**src/rtl/en_gen_pkg.sv**
```systemverilog
// en_gen_pkg: shared defaults, width helper and period type for the enable-generator blocks
package en_gen_pkg;
   localparam int CLK_HZ_DEF  = 100_000_000;
   localparam int TICK_HZ_DEF = 1000;
   localparam int PW_DEF      = 16;
   typedef logic [PW_DEF-1:0] period_t;
   // width of a counter/index over 0..v-1, never less than one bit
   function automatic int clog2(input int v);
      return (v < 2) ? 1 : $clog2(v);
   endfunction
endpackage

```
**src/rtl/en_gen_chan.sv**
```systemverilog
// en_gen_chan: one programmable enable channel with shadowed, wrap-aligned period updates
module en_gen_chan import en_gen_pkg::*; #(
   parameter int PW          = PW_DEF,
   parameter int INIT_PERIOD = 0
) (
   input  logic          clk,
   input  logic          rst,
   input  logic          tick,
   input  logic          wr,
   input  logic [PW-1:0] wr_period,
   output logic          en,
   output logic          sq
);
   logic [PW-1:0] cnt_q, cnt_d, period_q, period_d, shadow_q, shadow_d;
   logic          pend_q, pend_d, off, apply;
   // a disabled channel applies its shadow at once; a running one only at its wrap
   always_comb begin
      off      = (period_q == '0);
      en       = tick & ~off & (cnt_q == period_q - PW'(1));
      sq       = cnt_q < (period_q >> 1);
      apply    = pend_q & (en | off);
      period_d = apply ? shadow_q : period_q;
      cnt_d    = (apply | off | en) ? '0 : cnt_q + PW'(tick);
      shadow_d = wr ? wr_period : shadow_q;
      pend_d   = wr | (pend_q & ~apply);
   end
   always_ff @(posedge clk) begin
      if (rst) begin
         cnt_q    <= '0;
         period_q <= PW'(INIT_PERIOD);
         shadow_q <= PW'(INIT_PERIOD);
         pend_q   <= 1'b0;
      end else begin
         cnt_q    <= cnt_d;
         period_q <= period_d;
         shadow_q <= shadow_d;
         pend_q   <= pend_d;
      end
   end
endmodule

```
**src/rtl/en_gen_multi.sv**
```systemverilog
// en_gen_multi: prescaled tick, 1 s strobe, 0.5 s square wave and NCH programmable channels
module en_gen_multi import en_gen_pkg::*; #(
   parameter int CLK_HZ      = CLK_HZ_DEF,
   parameter int TICK_HZ     = TICK_HZ_DEF,
   parameter int NCH         = 4,
   parameter int PW          = PW_DEF,
   parameter int INIT_PERIOD = 0
) (
   input  logic                   clk,
   input  logic                   rst,
   input  logic                   run,
   input  logic                   cfg_wr,
   input  logic [clog2(NCH)-1:0]  cfg_ch,
   input  logic [PW-1:0]          cfg_period,
   output logic                   tick_en,
   output logic                   sec_en,
   output logic                   half_sec,
   output logic [NCH-1:0]         ch_en,
   output logic [NCH-1:0]         ch_sq
);
   localparam int DIV   = CLK_HZ / TICK_HZ;
   localparam int PRE_W = clog2(DIV);
   localparam int SEC_W = clog2(TICK_HZ);
   localparam int CW    = clog2(NCH);
   if (CLK_HZ % TICK_HZ != 0) begin : g_bad_div
      $error("en_gen_multi: CLK_HZ must be a multiple of TICK_HZ");
   end
   if (TICK_HZ % 2 != 0) begin : g_bad_tick
      $error("en_gen_multi: TICK_HZ must be even");
   end
   if (NCH < 1 || NCH > 16) begin : g_bad_nch
      $error("en_gen_multi: NCH must be within 1..16");
   end
   logic [PRE_W-1:0] pre_q, pre_d;
   logic [SEC_W-1:0] sec_q, sec_d;
   always_comb begin
      tick_en  = run & (pre_q == PRE_W'(DIV - 1));
      sec_en   = tick_en & (sec_q == SEC_W'(TICK_HZ - 1));
      half_sec = sec_q < SEC_W'(TICK_HZ / 2);
      pre_d    = ~run ? pre_q : tick_en ? '0 : pre_q + PRE_W'(1);
      sec_d    = sec_en ? '0 : sec_q + SEC_W'(tick_en);
   end
   always_ff @(posedge clk) begin
      if (rst) begin
         pre_q <= '0;
         sec_q <= '0;
      end else begin
         pre_q <= pre_d;
         sec_q <= sec_d;
      end
   end
   for (genvar i = 0; i < NCH; i++) begin : g_ch
      en_gen_chan #(.PW(PW), .INIT_PERIOD(INIT_PERIOD)) u_ch (
         .clk       (clk),
         .rst       (rst),
         .tick      (tick_en),
         .wr        (cfg_wr & (cfg_ch == CW'(i))),
         .wr_period (cfg_period),
         .en        (ch_en[i]),
         .sq        (ch_sq[i])
      );
   end
endmodule

```
**config.mk**
```make
export PLATFORM = sky130hd
export DESIGN_NAME = en_gen_multi
export DESIGN_NICKNAME = d
export VERILOG_FILES = /design/src/rtl/en_gen_pkg.sv /design/src/rtl/en_gen_chan.sv /design/src/rtl/en_gen_multi.sv
export SDC_FILE = /design/constraint.sdc
export NUM_CORES = 1
export LEC_CHECK = 0
export CORE_MARGIN = 3
export CORE_UTILIZATION = 63
export CTS_CLUSTER_SIZE = 25
export DETAILED_ROUTE_END_ITERATION = 7
export GPL_ROUTABILITY_DRIVEN = 0
export HOLD_SLACK_MARGIN = 0.06
export PLACE_DENSITY_LB_ADDON = 0.2
export SLEW_MARGIN = 30
export SYNTH_ARGS = -nofsm -noshare
export SYNTH_HDL_FRONTEND = slang
export SYNTH_SLANG_ARGS = --single-unit
```
**constraint.sdc**
```tcl
create_clock -name clk -period 4.3 [get_ports clk]
set_input_delay 0.43 -clock clk [delete_from_list [all_inputs] [get_ports clk]]
set_output_delay 0.43 -clock clk [all_outputs]
set_load 0.02 [all_outputs]
```
After elaboration in Yosys (flattened, before gate mapping):

Cells that the tools add are included.

* bits in registers: 223
* input port bits: 22
* output and inout bits: 11
* logic and storage cells: 99

* $add $sub $neg: 10
* order comparisons: 5
* equality and inequality tests: 9
* mux-type cells: 1
* bitwise gates (word level): 46
* reductions and logical operators: 10

Operators by type and width (number)
* adder 16 x 1 -> 16 bit: 4
* == test 16 bit: 4
* zero test 16 bit: 4
* less-than comparator 16 x 15 -> 1 bit: 4
* subtractor 16 x 1 -> 16 bit, second input constant: 4
* bitwise AND 1 bit: 22
* adder 17 x 1 -> 17 bit, second input constant: 1
* == test 17 bit, second input constant: 1
* two-way mux 17 bit: 1
* bitwise OR 1 bit: 16
* adder 10 x 1 -> 10 bit: 1
* == test 10 bit, second input constant: 1
* less-than comparator 10 x 9 -> 1 bit, second input constant: 1
* OR reduction 2 bit: 5
* NOT 1 bit: 8
* == test 2 bit, second input constant: 2
* == test 2 x 1 -> 1 bit, second input constant: 1
* zero test 2 bit: 1

Logic depth before layout (Yosys ltp):

Gate-level depths: netlist of the first run.

* word-level depth: 9
* depth in mapped cells: 13
* depth with buffers taken out: 12

By module:

A second synthesis of the first run with hierarchy kept.

* cell total of the unflattened synthesis: 1515
* area, all modules: 13008.7 um^2

By module, submodules not included
* en_gen_chan (g_ch[0].u_ch ...): instances 3, cells an instance 347, area each 2945.3 um^2, sequential area each 980.9 um^2
* en_gen_chan (g_ch[1].u_ch): instances 1, cells an instance 324, area each 2832.7 um^2, sequential area each 980.9 um^2
* en_gen_multi: instances 1, cells an instance 150, area each 1340.0 um^2, sequential area each 540.5 um^2

Least setup slack after synthesis of the first run:

OpenSTA, ideal clock, no wires.

* kind: reg2out
* start point: register g_ch[2].u_ch.period_q[0]
* end point: output port ch_en[2]
* arrival time: 2.829 ns
* required time: 3.870 ns
* slack: 1.041 ns
* stages on the path, launching flop included: 11
* buffers on the path: 2
* cell sequence: dfxtp_1 > inv_1 > ha_1 > or4b_1 > buf_2 > or4_1 > a31oi_1 > a311oi_1 > or4b_1 > nor4b_1 > buf_4

* word-level cells in the longest chain between the ends: 4
* elaborated cells on any way between the ends: 6
* classes of those cells: add/sub: 1; eq/ne: 1; bitwise: 3; reduce/logical: 1

RTL lines
* start, declared: RTL line en_gen_chan.sv:14 `logic [PW-1:0] cnt_q, cnt_d, period_q, period_d, shadow_q, shadow_d;`
* start signal, assigned: RTL line en_gen_chan.sv:30 `period_q <= PW'(INIT_PERIOD);`
* start signal, assigned: RTL line en_gen_chan.sv:35 `period_q <= period_d;`
* branches (longest 3 deep; another with subtractor 16 x 1 -> 16 bit)
* bitwise AND 1 bit *: RTL line en_gen_chan.sv:19 `en = tick & ~off & (cnt_q == period_q - PW'(1));`
* end, declared: RTL line en_gen_multi.sv:18 `output logic [NCH-1:0] ch_en,`

Every way passes the cells marked *.

Worst setup path after layout of the first run:

Ends and elaborated chain as after synthesis.

==> impl_results.md, run 1 <==
- Synth cell types: 66
- CP cell instances: inv_1 -> ha_1 -> or4b_1 -> or4_1 -> a31oi_1 -> a311oi_1 -> or4b_1 -> nor4b_1 -> dlygate4sd2_1
- Min Tclk post-route: just over 4 ns
- Worst EP arrival: between 3 and 4 ns
- Width of the chip: between 100 and 150 µm
- Vias: between 10,000 and 15,000
- Clk slew on worst S/H paths: approximately 0.06 ns
- Finished Layout Cells: around 1,900
- CTS tree: yes
- Initial antenna violation count: 2
- YS warnings: 0
- Synth top area share: 35.0%
- Post-DR wirelength/cell: about 16 µm
- Aggregate global-route resource usage: 26.7%
- Sequential share of the synthesized area: approximately a third
- Leading area contributor after synthesis: dfxtp_1
- Post-synth EDFFs: 0
- Post-Syn Area: between 10,000 and 15,000 µm²
- Post-synth top cells: dfxtp_1 (223), nand2_1 (187), a21oi_1 (126), nor2_1 (124), nand3_1 (97)
- Async SR Flop Fraction: 0%
- Clock sinks: around 220
- R2r setup slk: between 0.7 and 0.8 ns
- 1st-iter DRT viols: 820
- Worst path max stage delay: between 0.5 and 0.6 ns
- Antenna viol nets, final: 0
- CTS H-tree lvls: 1
- MaxCap Viol Count: 0
- First-pass iteration count of the detailed router: 5
- Endpoints failing hold: 0
- FMAX: around 240 MHz
- Post-Syn Area per Cell: between 8 and 9 µm²
- Commonest register cell after synthesis: dfxtp_1
- Peak VDD IR: between 0.3 and 0.4 mV
- DP HPWL: around 21 mm
- Slew Limit Headroom: 37.4%
- Area Growth Syn to Fin: 9.35%
- Via density: approximately 6
- Root buffer cell: clkbuf_16
- TritonCTS buffer count: 25
- Routed wire length: around 30 mm
- Pwr Density: around 340 nW/µm²
- Cell family with most CP delay: simple AND/OR/NAND/NOR gates
- CP Buf/Inv Count: 2
- RSZ-0062 raised after global routing: no
- # DRC: 0
- Ant diodes: 0
- Clk_skew: approximately 0.011 ns
- GRT overflow: 0
- Number of global-route vias before repair: ~10,000
- Ports: 33
- CP most frequent cell: or4b_1
- Core box area: roughly 20,000 µm²
- Max Slew Vio Count: 0
- Row cnt: just over 50
- Final worst path period share: about 96%
- Most frequent cell after synthesis: dfxtp_1
- Full die area: between 20,000 and 25,000 µm²
- FILL cells: 1,616
- Largest net degree at the start of global routing: 65
- Die height: 148 µm
- Syn_nets: around 1,700
- First-pass GRT wire length: 49.9 mm
- Post-Synthesis Cells: about 1,600
- Sum Neg Setup Slack: 0 ns
- Synth area leaders: dfxtp_1 (35%), ha_1 (7.0%), nand2_1 (5.5%), xnor2_1 (5.5%), a21oi_1 (4.9%)
- Critical Path Start Type: flop
- Status: complete, no violations
- Leakage: between 5 and 6 nW
- Nets@finish: approximately 1,700
- Class of the worst hold path: input pin to flop
- CP endpoint kind: primary output
- Starting Density: between 60% and 70%
- Buffers on Ports: 32
- Measured slew at the worst slew-check pin: 0.938 ns
- Post-CTS Setup Inserts: 0
- Cells after DPL: between 1,500 and 2,000
- Clock Latency Late Sink: 0.53 ns
- Critical setup path kind: flop to primary output
- Clock buffer depth: 3
- #FFs+latches synth: approximately 220
- Share of cells above drive strength 1: around 4.7%
- Crit-path slowest cell: or4b_1
- # setup viols final: 0
- Req. time, crit path: just under 4 ns
- Largest fanout on the critical path: 6
==> where the power goes <==
part	total (mW)	internal, mW	switching (mW)
clock network	2.04	1.20	0.840
logic	0.494	0.196	0.298
registers	2.16	2.11	0.0530
total	4.69	3.50	1.19
==> cells by family after synthesis <==
family / Yosys count / share of synthesized area [%]
AO/OA/AOI/OAI: 324 / 16.6
adder cells (fa/ha/maj): 71 / 6.97
flip-flops: 223 / 35.0
AND/OR/NAND/NOR: 651 / 25.5
XOR/XNOR: 145 / 9.97
buffers and inverters: 173 / 5.47
multiplexers: 5 / 0.412
==> worst reg2reg max path: stages, from the launching register on <==
cell	delay, ns
dfxtp_1	0.33
inv_1	0.08
ha_1	0.27
or4b_1	0.48
buf_4	0.18
or4_1	0.43
xnor2_1	0.22
nand4b_1	0.17
o41ai_2	0.66
buf_4	0.32
nand3_1	0.10
a21oi_1	0.21
==> cells in the final DEF (no fill, tap or decap), drive strengths merged, types with 9 or more instances in the layout <==
| master | n |
|---|---|
| and3 | 32 |
| nor3 | 46 |
| nand2 | 187 |
| xor2 | 65 |
| a22o | 9 |
| nor2 | 124 |
| o21ai | 43 |
| o32a | 11 |
| o2111ai | 12 |
| nor2b | 18 |
| nand2b | 16 |
| nor4 | 24 |
| ha | 71 |
| a21oi | 126 |
| clkbuf | 35 |
| clkdlybuf4s50 | 29 |
| or3 | 11 |
| xnor2 | 80 |
| nand4 | 37 |
| a21o | 31 |
| a32o | 11 |
| inv | 82 |
| buf | 14 |
| o211ai | 30 |
| nand3 | 97 |
| dfxtp | 223 |
==> flip-flops by register name, indices dropped and copies added, names as in the netlist <==
register and cells:
g_ch.u_ch.cnt_q 64, pre_q 17, g_ch.u_ch.period_q 64, g_ch.u_ch.pend_q 4, g_ch.u_ch.shadow_q 64, sec_q 10
==> metal layers <==
layer	routed length (µm)	up-vias	share of wire, %	track usage (%)
met2	14100	260	47	45.1
met3	1770	58	5.9	4.30
met5	27	-	0.090	0
li1	-	5597	-	-
met4	658	4	2.2	6.79
met1	13400	5213	45	35.9
==> path summary, 6_finish.rpt <==
| path | cells after the start | endpoint | start |
|---|---|---|---|
| setup / recovery | 9 | ch_en[2] | g_ch[2].u_ch.period_q[0] |
| hold / removal | 2 | g_ch[0].u_ch.pend_q | rst |
| setup reg to reg | 11 | g_ch[2].u_ch.period_q[8] | g_ch[2].u_ch.period_q[0] |
| hold reg to reg | 2 | g_ch[0].u_ch.shadow_q[14] | g_ch[0].u_ch.shadow_q[14] |
==> layout make-up <==
class                   instances  area, µm²  share of cell area, %
well taps                     265        332                   2.38
inverters                      81        304                   2.18
clock inverters                 9       76.3                  0.548
flip-flops and latches        223       4470                   32.0
repair buffers                 45        429                   3.08
clock buffers                  35        703                   5.05
multi-input cells            1196       7620                   54.7
==> what timing repair did <==
| action | CTS | global route |
|---|---|---|
| setup endpoints to repair | 1 | 2 |
| hold buffers | 0 | 0 |
| resized for setup | 2 | 2 |
| hold endpoints to repair | 0 | 0 |
==> through the flow <==
step	hold slack [ns]	setup WS, ns	power, mW	utilization, %	instance area, µm²
5_1_grt	0.422	0.0127	4.86	70.9	13900
3_5_place_dp	0.444	0.391	2.69	66.8	13100
6_report	0.386	0.170	4.69	70.9	13900
4_1_cts	0.373	0.131	4.72	70.8	13900
3_3_place_gp	0.439	0.345	2.68	66.8	13100
2_1_floorplan	0.432	1.04	2.56	-	12700
Note: power is estimated with default switching activity, not from simulation.
==> inputs of run 2 (changes only) <==
--- a/config.mk
+++ b/config.mk
@@ -12,6 +12,7 @@
 export GPL_ROUTABILITY_DRIVEN = 0
 export HOLD_SLACK_MARGIN = 0.06
 export PLACE_DENSITY_LB_ADDON = 0.2
+export SKIP_LAST_GASP = 1
 export SLEW_MARGIN = 30
 export SYNTH_ARGS = -nofsm -noshare
 export SYNTH_HDL_FRONTEND = slang
==> results of run 2 <==
No change in the layout: final DEF, timing and power equal those of run 1.
